--- config.mk ---
export PLATFORM = sky130hd
export DESIGN_NAME = epl_column_read_sub
export DESIGN_NICKNAME = d
export VERILOG_FILES = /design/src/rtl/epl_column_read_sub_pkg.sv /design/src/rtl/epl_column_gather.sv /design/src/rtl/epl_column_read_sub.sv
export SDC_FILE = /design/constraint.sdc
export NUM_CORES = 1
export LEC_CHECK = 0
export CORE_UTILIZATION = 44
export CTS_CLUSTER_DIAMETER = 100
export DETAILED_ROUTE_END_ITERATION = 16
export PLACE_DENSITY = 0.79
export SLEW_MARGIN = 20
export SYNTH_ARGS = -nofsm -noshare
export SYNTH_HDL_FRONTEND = slang
export SYNTH_SLANG_ARGS = --single-unit
--- constraint.sdc ---
create_clock -name pClk_i -period 2.3 [get_ports pClk_i]
set_clock_uncertainty 0.05 [all_clocks]
set_input_delay 0.575 -clock pClk_i [delete_from_list [all_inputs] [get_ports pClk_i]]
set_output_delay 0.575 -clock pClk_i [all_outputs]
set_load 0.01 [all_outputs]
--- src/rtl/epl_column_read_sub_pkg.sv ---
// Shared constants, state encoding and select helpers for the EPLFFRAM02 column read path.
package epl_column_read_sub_pkg;

  localparam int unsigned COLUMN      = 14;
  localparam int unsigned TWORD_WIDTH = 7;
  localparam int unsigned ADDR_AYO    = 2;

  localparam logic [COLUMN-1:0] MASK_EVEN = 14'h1555;
  localparam logic [COLUMN-1:0] MASK_ODD  = 14'h2AAA;

  localparam logic [ADDR_AYO-1:0] SEL_EVEN = 2'b01;
  localparam logic [ADDR_AYO-1:0] SEL_ODD  = 2'b10;

  typedef enum logic [1:0] {
    StIdle  = 2'd0,
    StSense = 2'd1,
    StValid = 2'd2
  } crd_state_e;

  // Only the two one-hot codes are legal column-group selects.
  function automatic logic sel_legal(input logic [ADDR_AYO-1:0] sel);
    return (sel == SEL_EVEN) || (sel == SEL_ODD);
  endfunction

  // Read-enable mask for a select; illegal selects enable nothing.
  function automatic logic [COLUMN-1:0] sel_mask(input logic [ADDR_AYO-1:0] sel);
    logic [COLUMN-1:0] mask;
    mask = '0;
    if (sel == SEL_EVEN) mask = MASK_EVEN;
    if (sel == SEL_ODD)  mask = MASK_ODD;
    return mask;
  endfunction

endpackage

--- src/rtl/epl_column_gather.sv ---
// Combinational gather of interleaved sense-amp bits into a codeword.
// Inverse of the write-side scatter: bit k comes from column 2k (even) or 2k+1 (odd).
module epl_column_gather
  import epl_column_read_sub_pkg::*;
(
  input  logic [ADDR_AYO-1:0]    sel_i,
  input  logic [COLUMN-1:0]      data_i,
  output logic [TWORD_WIDTH-1:0] codeword_o
);

  // Pick the even or odd column of each pair; anything but the odd code reads even.
  always_comb begin
    codeword_o = '0;
    for (int k = 0; k < TWORD_WIDTH; k++) begin
      codeword_o[k] = (sel_i == SEL_ODD) ? data_i[2*k+1] : data_i[2*k];
    end
  end

endmodule

--- src/rtl/epl_column_read_sub.sv ---
// Column read sequencer for the EPLFFRAM02 wrapper: drives per-column read enables for a
// fixed sense latency, gathers the selected columns into a codeword and hands it downstream
// over a valid/ready handshake.
// Optional build macro EPL_COLRD_DBLSAMPLE_EN: sense one extra cycle and flag pErr_o when the
// last two samples of the selected columns disagree.
module epl_column_read_sub
  import epl_column_read_sub_pkg::*;
#(
  parameter int unsigned SENSE_LAT = 2
) (
  input  logic                   pClk_i,
  input  logic                   pRst_i,
  input  logic [ADDR_AYO-1:0]    pAcy_i,
  input  logic                   pRdReq_i,
  output logic                   pBusy_o,
  output logic [COLUMN-1:0]      pRe_o,
  input  logic [COLUMN-1:0]      pDo_i,
  output logic [TWORD_WIDTH-1:0] pCodeword_o,
  output logic                   pValid_o,
  input  logic                   pReady_i,
  output logic                   pErr_o
);

  localparam int unsigned CntW = 4;

`ifdef EPL_COLRD_DBLSAMPLE_EN
  // One extra sense cycle so the last two edges can both be sampled.
  localparam logic [CntW-1:0] CntLoad = CntW'(SENSE_LAT);
`else
  localparam logic [CntW-1:0] CntLoad = CntW'(SENSE_LAT - 1);
`endif

  crd_state_e             state_q, state_d;
  logic [CntW-1:0]        cnt_q, cnt_d;
  logic [ADDR_AYO-1:0]    sel_q, sel_d;
  logic [COLUMN-1:0]      re_q, re_d;
  logic [TWORD_WIDTH-1:0] cw_q, cw_d;
  logic                   valid_q, valid_d;
  logic                   err_q, err_d;
  logic [TWORD_WIDTH-1:0] gather_cw;
  logic                   req_legal;
`ifdef EPL_COLRD_DBLSAMPLE_EN
  logic [TWORD_WIDTH-1:0] first_q, first_d;
`endif

  assign req_legal = sel_legal(pAcy_i);

  epl_column_gather u_gather (
    .sel_i      (sel_q),
    .data_i     (pDo_i),
    .codeword_o (gather_cw)
  );

  // State register.
  always_ff @(posedge pClk_i) begin
    if (pRst_i) begin
      state_q <= StIdle;
    end else begin
      state_q <= state_d;
    end
  end

  // Next-state decode.
  always_comb begin
    state_d = state_q;
    case (state_q)
      StIdle: begin
        if (pRdReq_i) state_d = req_legal ? StSense : StValid;
      end
      StSense: begin
        if (cnt_q == '0) state_d = StValid;
      end
      StValid: begin
        if (pReady_i) state_d = StIdle;
      end
      default: state_d = StIdle;
    endcase
  end

  // Next values of the registered outputs, counter and latched select.
  always_comb begin
    cnt_d   = cnt_q;
    sel_d   = sel_q;
    re_d    = re_q;
    cw_d    = cw_q;
    valid_d = valid_q;
    err_d   = err_q;
`ifdef EPL_COLRD_DBLSAMPLE_EN
    first_d = first_q;
`endif
    case (state_q)
      StIdle: begin
        if (pRdReq_i) begin
          sel_d = pAcy_i;
          if (req_legal) begin
            cnt_d = CntLoad;
            re_d  = sel_mask(pAcy_i);
          end else begin
            // Bad select skips the array entirely and reports straight away.
            cw_d    = '0;
            err_d   = 1'b1;
            valid_d = 1'b1;
          end
        end
      end
      StSense: begin
        if (cnt_q != '0) begin
          cnt_d = cnt_q - CntW'(1);
`ifdef EPL_COLRD_DBLSAMPLE_EN
          if (cnt_q == CntW'(1)) first_d = gather_cw;
`endif
        end else begin
          re_d    = '0;
          valid_d = 1'b1;
          cw_d    = gather_cw;
`ifdef EPL_COLRD_DBLSAMPLE_EN
          err_d   = (first_q != gather_cw);
`else
          err_d   = 1'b0;
`endif
        end
      end
      StValid: begin
        // Codeword is left as-is after the handshake; only valid/err drop.
        if (pReady_i) begin
          valid_d = 1'b0;
          err_d   = 1'b0;
        end
      end
      default: ;
    endcase
  end

  // Datapath and output registers.
  always_ff @(posedge pClk_i) begin
    if (pRst_i) begin
      cnt_q   <= '0;
      sel_q   <= '0;
      re_q    <= '0;
      cw_q    <= '0;
      valid_q <= 1'b0;
      err_q   <= 1'b0;
`ifdef EPL_COLRD_DBLSAMPLE_EN
      first_q <= '0;
`endif
    end else begin
      cnt_q   <= cnt_d;
      sel_q   <= sel_d;
      re_q    <= re_d;
      cw_q    <= cw_d;
      valid_q <= valid_d;
      err_q   <= err_d;
`ifdef EPL_COLRD_DBLSAMPLE_EN
      first_q <= first_d;
`endif
    end
  end

  assign pBusy_o     = (state_q != StIdle);
  assign pRe_o       = re_q;
  assign pCodeword_o = cw_q;
  assign pValid_o    = valid_q;
  assign pErr_o      = err_q;

endmodule

# Word-level counts from Yosys, hierarchy flattened
# Cells that the tools add are included.
# W data, S select, Z words.
# totals
out_inout_bits	24
elab_cells	66
reg_bits	31
input_bits	20
# classes
mux	33
reduce_logical	13
eq_ne	12
addsub	1
# ops
cell	n
$mux W14	4
$pmux W14 S2	1
$mux W7	3
$ne A2 B2 Y1 const B	7
$pmux W7 S2	1
$mux W13	1
$mux W1	12
$mux W4	3
$reduce_and A4 Y1	3
$mux W2	4
$pmux W4 S2	1
$eq A2 B2 Y1 const B	3
$pmux W1 S3	2
$pmux W2 S3	1
$reduce_and A5 Y1	1
$eq A2 B1 Y1 const B	2
$logic_not A4 Y1	1
$reduce_bool A2 Y1	2
$reduce_bool A4 Y1	1
$sub A4 B1 Y4 const B	1
$reduce_and A3 Y1	1
$reduce_bool A3 Y1	1
$logic_not A2 Y1	1
$reduce_and A2 Y1	1
$logic_or A1 B1 Y1	1

# Logic depth before layout (Yosys ltp)
# depth
word_depth	6
mapped_depth	7

# By module
# From an unflattened synthesis, not the netlist that was laid out.
# unflattened
cells_unflattened	141
area_unflattened_um2	1270.0
# modules_own_cells
module	area_each_um2	n_inst	cells_per_inst
epl_column_read_sub	1139.8	1	132
epl_column_gather	130.1	1	9

# Least setup slack after synthesis
# Ideal clock, no wire load.
# synth_timing
kind	input to register
from	input pAcy_i[0]
to	register err_q, in the netlist pErr_o
arrival_ns	1.648
path_stages	5
n_path_buf	0
slack_ns	0.484
t_required_ns	2.133
cell_sequence	inv_1 -> ha_1 -> nand2_1 -> a2111o_1 -> a32o_1
# synth_between
elab_chain_len	4
word_cells_on_any_way	5
classes_between	3 x eq/ne; 2 x reduce/logical
# synth_lines
element	line_no	source
from (decl)	epl_column_read_sub.sv:13	input logic [ADDR_AYO-1:0] pAcy_i,
$eq A2 B1 Y1 or $eq A2 B2 Y1 (tied branches)	epl_column_read_sub_pkg.sv:22	return (sel == SEL_EVEN) || (sel == SEL_ODD);
$logic_or A1 B1 Y1 *	epl_column_read_sub_pkg.sv:22	
$ne A2 B2 Y1 (no source line) *	-	
$reduce_and A5 Y1 (no source line) *	-	
to (signal assigned)	epl_column_read_sub.sv:152	err_q <= err_d;
to (decl)	epl_column_read_sub.sv:39	logic err_q, err_d;
# Mark *: on every way between the ends. The rest lies on a longest branch, timed or not.
# A chain may end at the register's enable or synchronous reset.

# Final worst setup path
# layout_timing
from	register state_q[0]
to	output pBusy_o
# layout_between
elab_chain_len	1
# layout_lines
element	line_no	source
from (decl)	epl_column_read_sub.sv:33	crd_state_e state_q, state_d;
from (signal assigned)	epl_column_read_sub.sv:57	state_q <= StIdle;
from (signal assigned)	epl_column_read_sub.sv:59	state_q <= state_d;
$reduce_bool A2 Y1	epl_column_read_sub.sv:159	assign pBusy_o = (state_q != StIdle);
to (decl)	epl_column_read_sub.sv:15	output logic pBusy_o,
# No other way between the ends.

==> impl_metrics.csv <==
group,metric,value,unit
detailed_routing,first_pass_iters,4,
sta,grt_setup_unrepaired,"false",
cts,clock-root-buffer,"clkbuf_4",
grt,track_usage,0.198,
worst_setup_path,cp_data_required_time,1670,ps
floorplan,row_count,18,
final_layout,antennaDiodeCount,0,
final_layout,nets,207,
floorplan,fp.dieH,54.4,um
synthesis,seq_area_frac_synth,0.315,
grt,grt_pass1_wl,4.21,mm
power_and_ir_drop,power_leakage,0.622,nW
detailed_routing,drcViolationCount,0,
min_path,hold_path_end,"pCodeword_o[4]",
sta,hold_ws,408,ps
sta,hold_viol,0,
floorplan,die_w,54.4,um
placement,numPortBuffers,43,
run_status,status,"finished clean",
sta,relSlewSlack,0.605,
final_layout,fin_cells,208,
grt,gr-total-overflow,0,
detailed_routing,num_vias,1090,
sta,finalCritPeriodShare,0.958,
worst_setup_path,endpoint_kind,"output port",
min_path,worstHoldStart,"pCodeword_o[4]",
placement,dp_hpwl,2.13,mm
worst_setup_path,crit_chain,"inv_1 -> ha_1 -> inv_1 -> clkdlybuf4s50_1",
worst_setup_path,slowest_stage,"clkdlybuf4s50_1",
synthesis,synth.distinct_cells,36,
placement,gp_congestion,0.884,
floorplan,core-area,0.00254,mm2
run,max_cap_violations,0,
worst_setup_path,worst_r2r_startpoint,"cnt_q[0]",
synthesis,syn-num-nets,170,
synthesis,syn_area,0.00121,mm2
min_path,min_path_cells,2,
synthesis,yosys-top-cells-area,"dfxtp_1, ha_1, buf_4, mux2_2, a21oi_1",
power_and_ir_drop,vdd_drop_max,516,uV
synthesis,syn_area_per_cell,8.50,um2
synthesis,netlist_instances,142,
worst_setup_path,r2r_end,"pValid_o",
detailed_routing,drtIter0Drc,15,
sta,fmax,454,MHz
worst_setup_path,crit_start,"state_q[0]",
min_path,hold_class,"reg2reg",
placement,dp.cells,204,
cts,cts_buffer_depth,2,
detailed_routing,ant_nets,0,
final_layout,areaGrowthSynthToFinish,34.5,%
final_layout,drive_gt1_frac,0.140,
worst_setup_path,worstPathArrival,1580,ps
synthesis,ys_warn_count,0,
cts,cts_buffers,3,
sta,slew_viol_final,0,
detailed_routing,routed_via_density,5.24,
grt,antenna_found_initial,0,
cts,htreeDepth,1,
detailed_routing,drt_wl_total,2.77,mm
synthesis,synth.top_cell.area_share,0.315,
sta,finalSetupViolations,0,
sta,period_minus_slack,2200,ps
floorplan,ioPinCount,44,
worst_setup_path,worstSetupPathType,"reg2out",
cts,clock_sinks,19,
floorplan,start_util,0.474,
worst_setup_path,cp-start-kind,"flop",
power_and_ir_drop,p_per_area,657,mW/mm2
cts,post_cts_buffers,0,
worst_setup_path,slowest_delay,540,ps
sta,tightest_slew,591,ps
detailed_routing,wl_per_cell,13.3,um
worst_setup_path,path_max_fanout,4,
synthesis,ys_seq_elements,19,
floorplan,dieArea,0.00296,mm2
cts,cts_tree,"done",
grt,grt_pass1_vias,977,
synthesis,yosys.area.top_type,"dfxtp_1",
worst_setup_path,r2r_setup_slack,380,ps
cts,insertion_delay,290,ps
worst_setup_path,rr_worst_depth,6,
cts,clkTransAtPathRegs,110,ps
worst_setup_path,worst_path_most_repeated_cell,"inv_1",
grt,grt_max_degree,15,
[power by group]
part / internal, mW / switching, mW / total (mW) / leakage, nW
registers: 0.367 / 0.0258 / 0.393 / 0.155
clock network: 0.0647 / 0.102 / 0.167 / 0.0177
logic: 0.251 / 0.257 / 0.508 / 0.449
[through the flow]
stage / setup TNS [ps] / area, um2 / utilization / setup slack (ps) / total power, mW
after floorplan: 0 / 1210 / - / 484 / 0.733
after global placement: -159 / 1590 / 0.626 / -69.9 / 0.878
after detailed placement: -1120 / 1590 / 0.626 / -157 / 0.901
after CTS: 0 / 1620 / 0.637 / 34.3 / 1.07
after global routing: 0 / 1620 / 0.638 / 12.7 / 1.14
final: 0 / 1620 / 0.638 / 97.0 / 1.07
[registers in the layout, indices dropped and copies added, names as in the netlist]
name         flops
pCodeword_o      7
pValid_o         1
pErr_o           1
state_q          2
sel_q            2
cnt_q            4
pRe_o            2
[layout make-up]
| type | instances | area (um2) |
|---|---|---|
| Fill cell | 214 | 921 |
| Timing Repair Buffer | 50 | 483 |
| Sequential cell | 19 | 383 |
| Tap cell | 30 | 37.5 |
| Multi-Input combinational cell | 93 | 648 |
| Clock inverter | 1 | 5.00 |
| Inverter | 12 | 45.0 |
| Clock buffer | 3 | 22.5 |
[synth_stat cells]
cell type  number
dfxtp_1        19
nand2_1        16
a21oi_1        12
buf_4          12
inv_1          12
nand3_1        11
ha_1            8
mux2_2          7
nor2_1          5
o21ai_0         5
clkbuf_1        3
nor2b_1         3
a311oi_1        2
a32o_1          2
clkbuf_8        2
mux2i_1         2
nand2b_1        2
a2111o_1        1
a2111oi_0       1
a211oi_1        1
a221oi_4        1
a22o_2          1
a22oi_1         1
a2bb2oi_1       1
a31oi_1         1
and2_4          1
and3_2          1
clkbuf_2        1
nand3b_1        1
nand4_1         1
nor3_1          1
nor3b_1         1
nor4_1          1
o2bb2ai_1       1
or3_1           1
or3b_4          1
[critical path: cells and delay by family, from the launching register on]
kind                       cells  cell delay [ps]
DFF                            1              370
adders and majority gates      1              210
buffers and inverters          3              700
[logic make-up (layout without fill, tap and decap cells)]
family          after synthesis  after routing  share of synthesized area
flops                        19             19                      0.315
buf+inv                      30             66                      0.148
mux                           9              9                     0.0819
fa+ha+maj                     8              8                     0.0829
compound gates               30             30                      0.180
simple gates                 46             46                      0.192
[worst max path at each step]
stage / endpoint
after global routing: pBusy_o
after CTS: pBusy_o
after detailed placement: cnt_q[0]
after global placement: pErr_o
after floorplan: pErr_o
final: pBusy_o
[what timing repair did]
action,in CTS,in global routing
setup endpoints to repair,0,1
hold buffers,0,0
gates resized for setup,0,2
[layer usage]
| layer | vias to the layer above | GRT usage | wire length [um] |
|---|---|---|---|
| li1 | 559 | - | - |
| met1 | 497 | 0.215 | 1220 |
| met2 | 32 | 0.376 | 1390 |
| met3 | 2 | 0.0500 | 141 |
| met4 | 0 | 0.0513 | 19 |
| met5 | - | 0 | 0 |
[cells in the final DEF, fill, tap and decap left out, types with 3 or more instances in the layout]
cell / n
nor2b_1: 3
mux2_2: 7
ha_1: 8
a21oi_1: 12
nor2_1: 5
dfxtp_1: 17
clkbuf_4: 3
nand3_1: 11
nand2_1: 16
inv_1: 12
clkdlybuf4s50_1: 43
o21ai_0: 5
buf_4: 7
(Power assumes the default switching activity.)
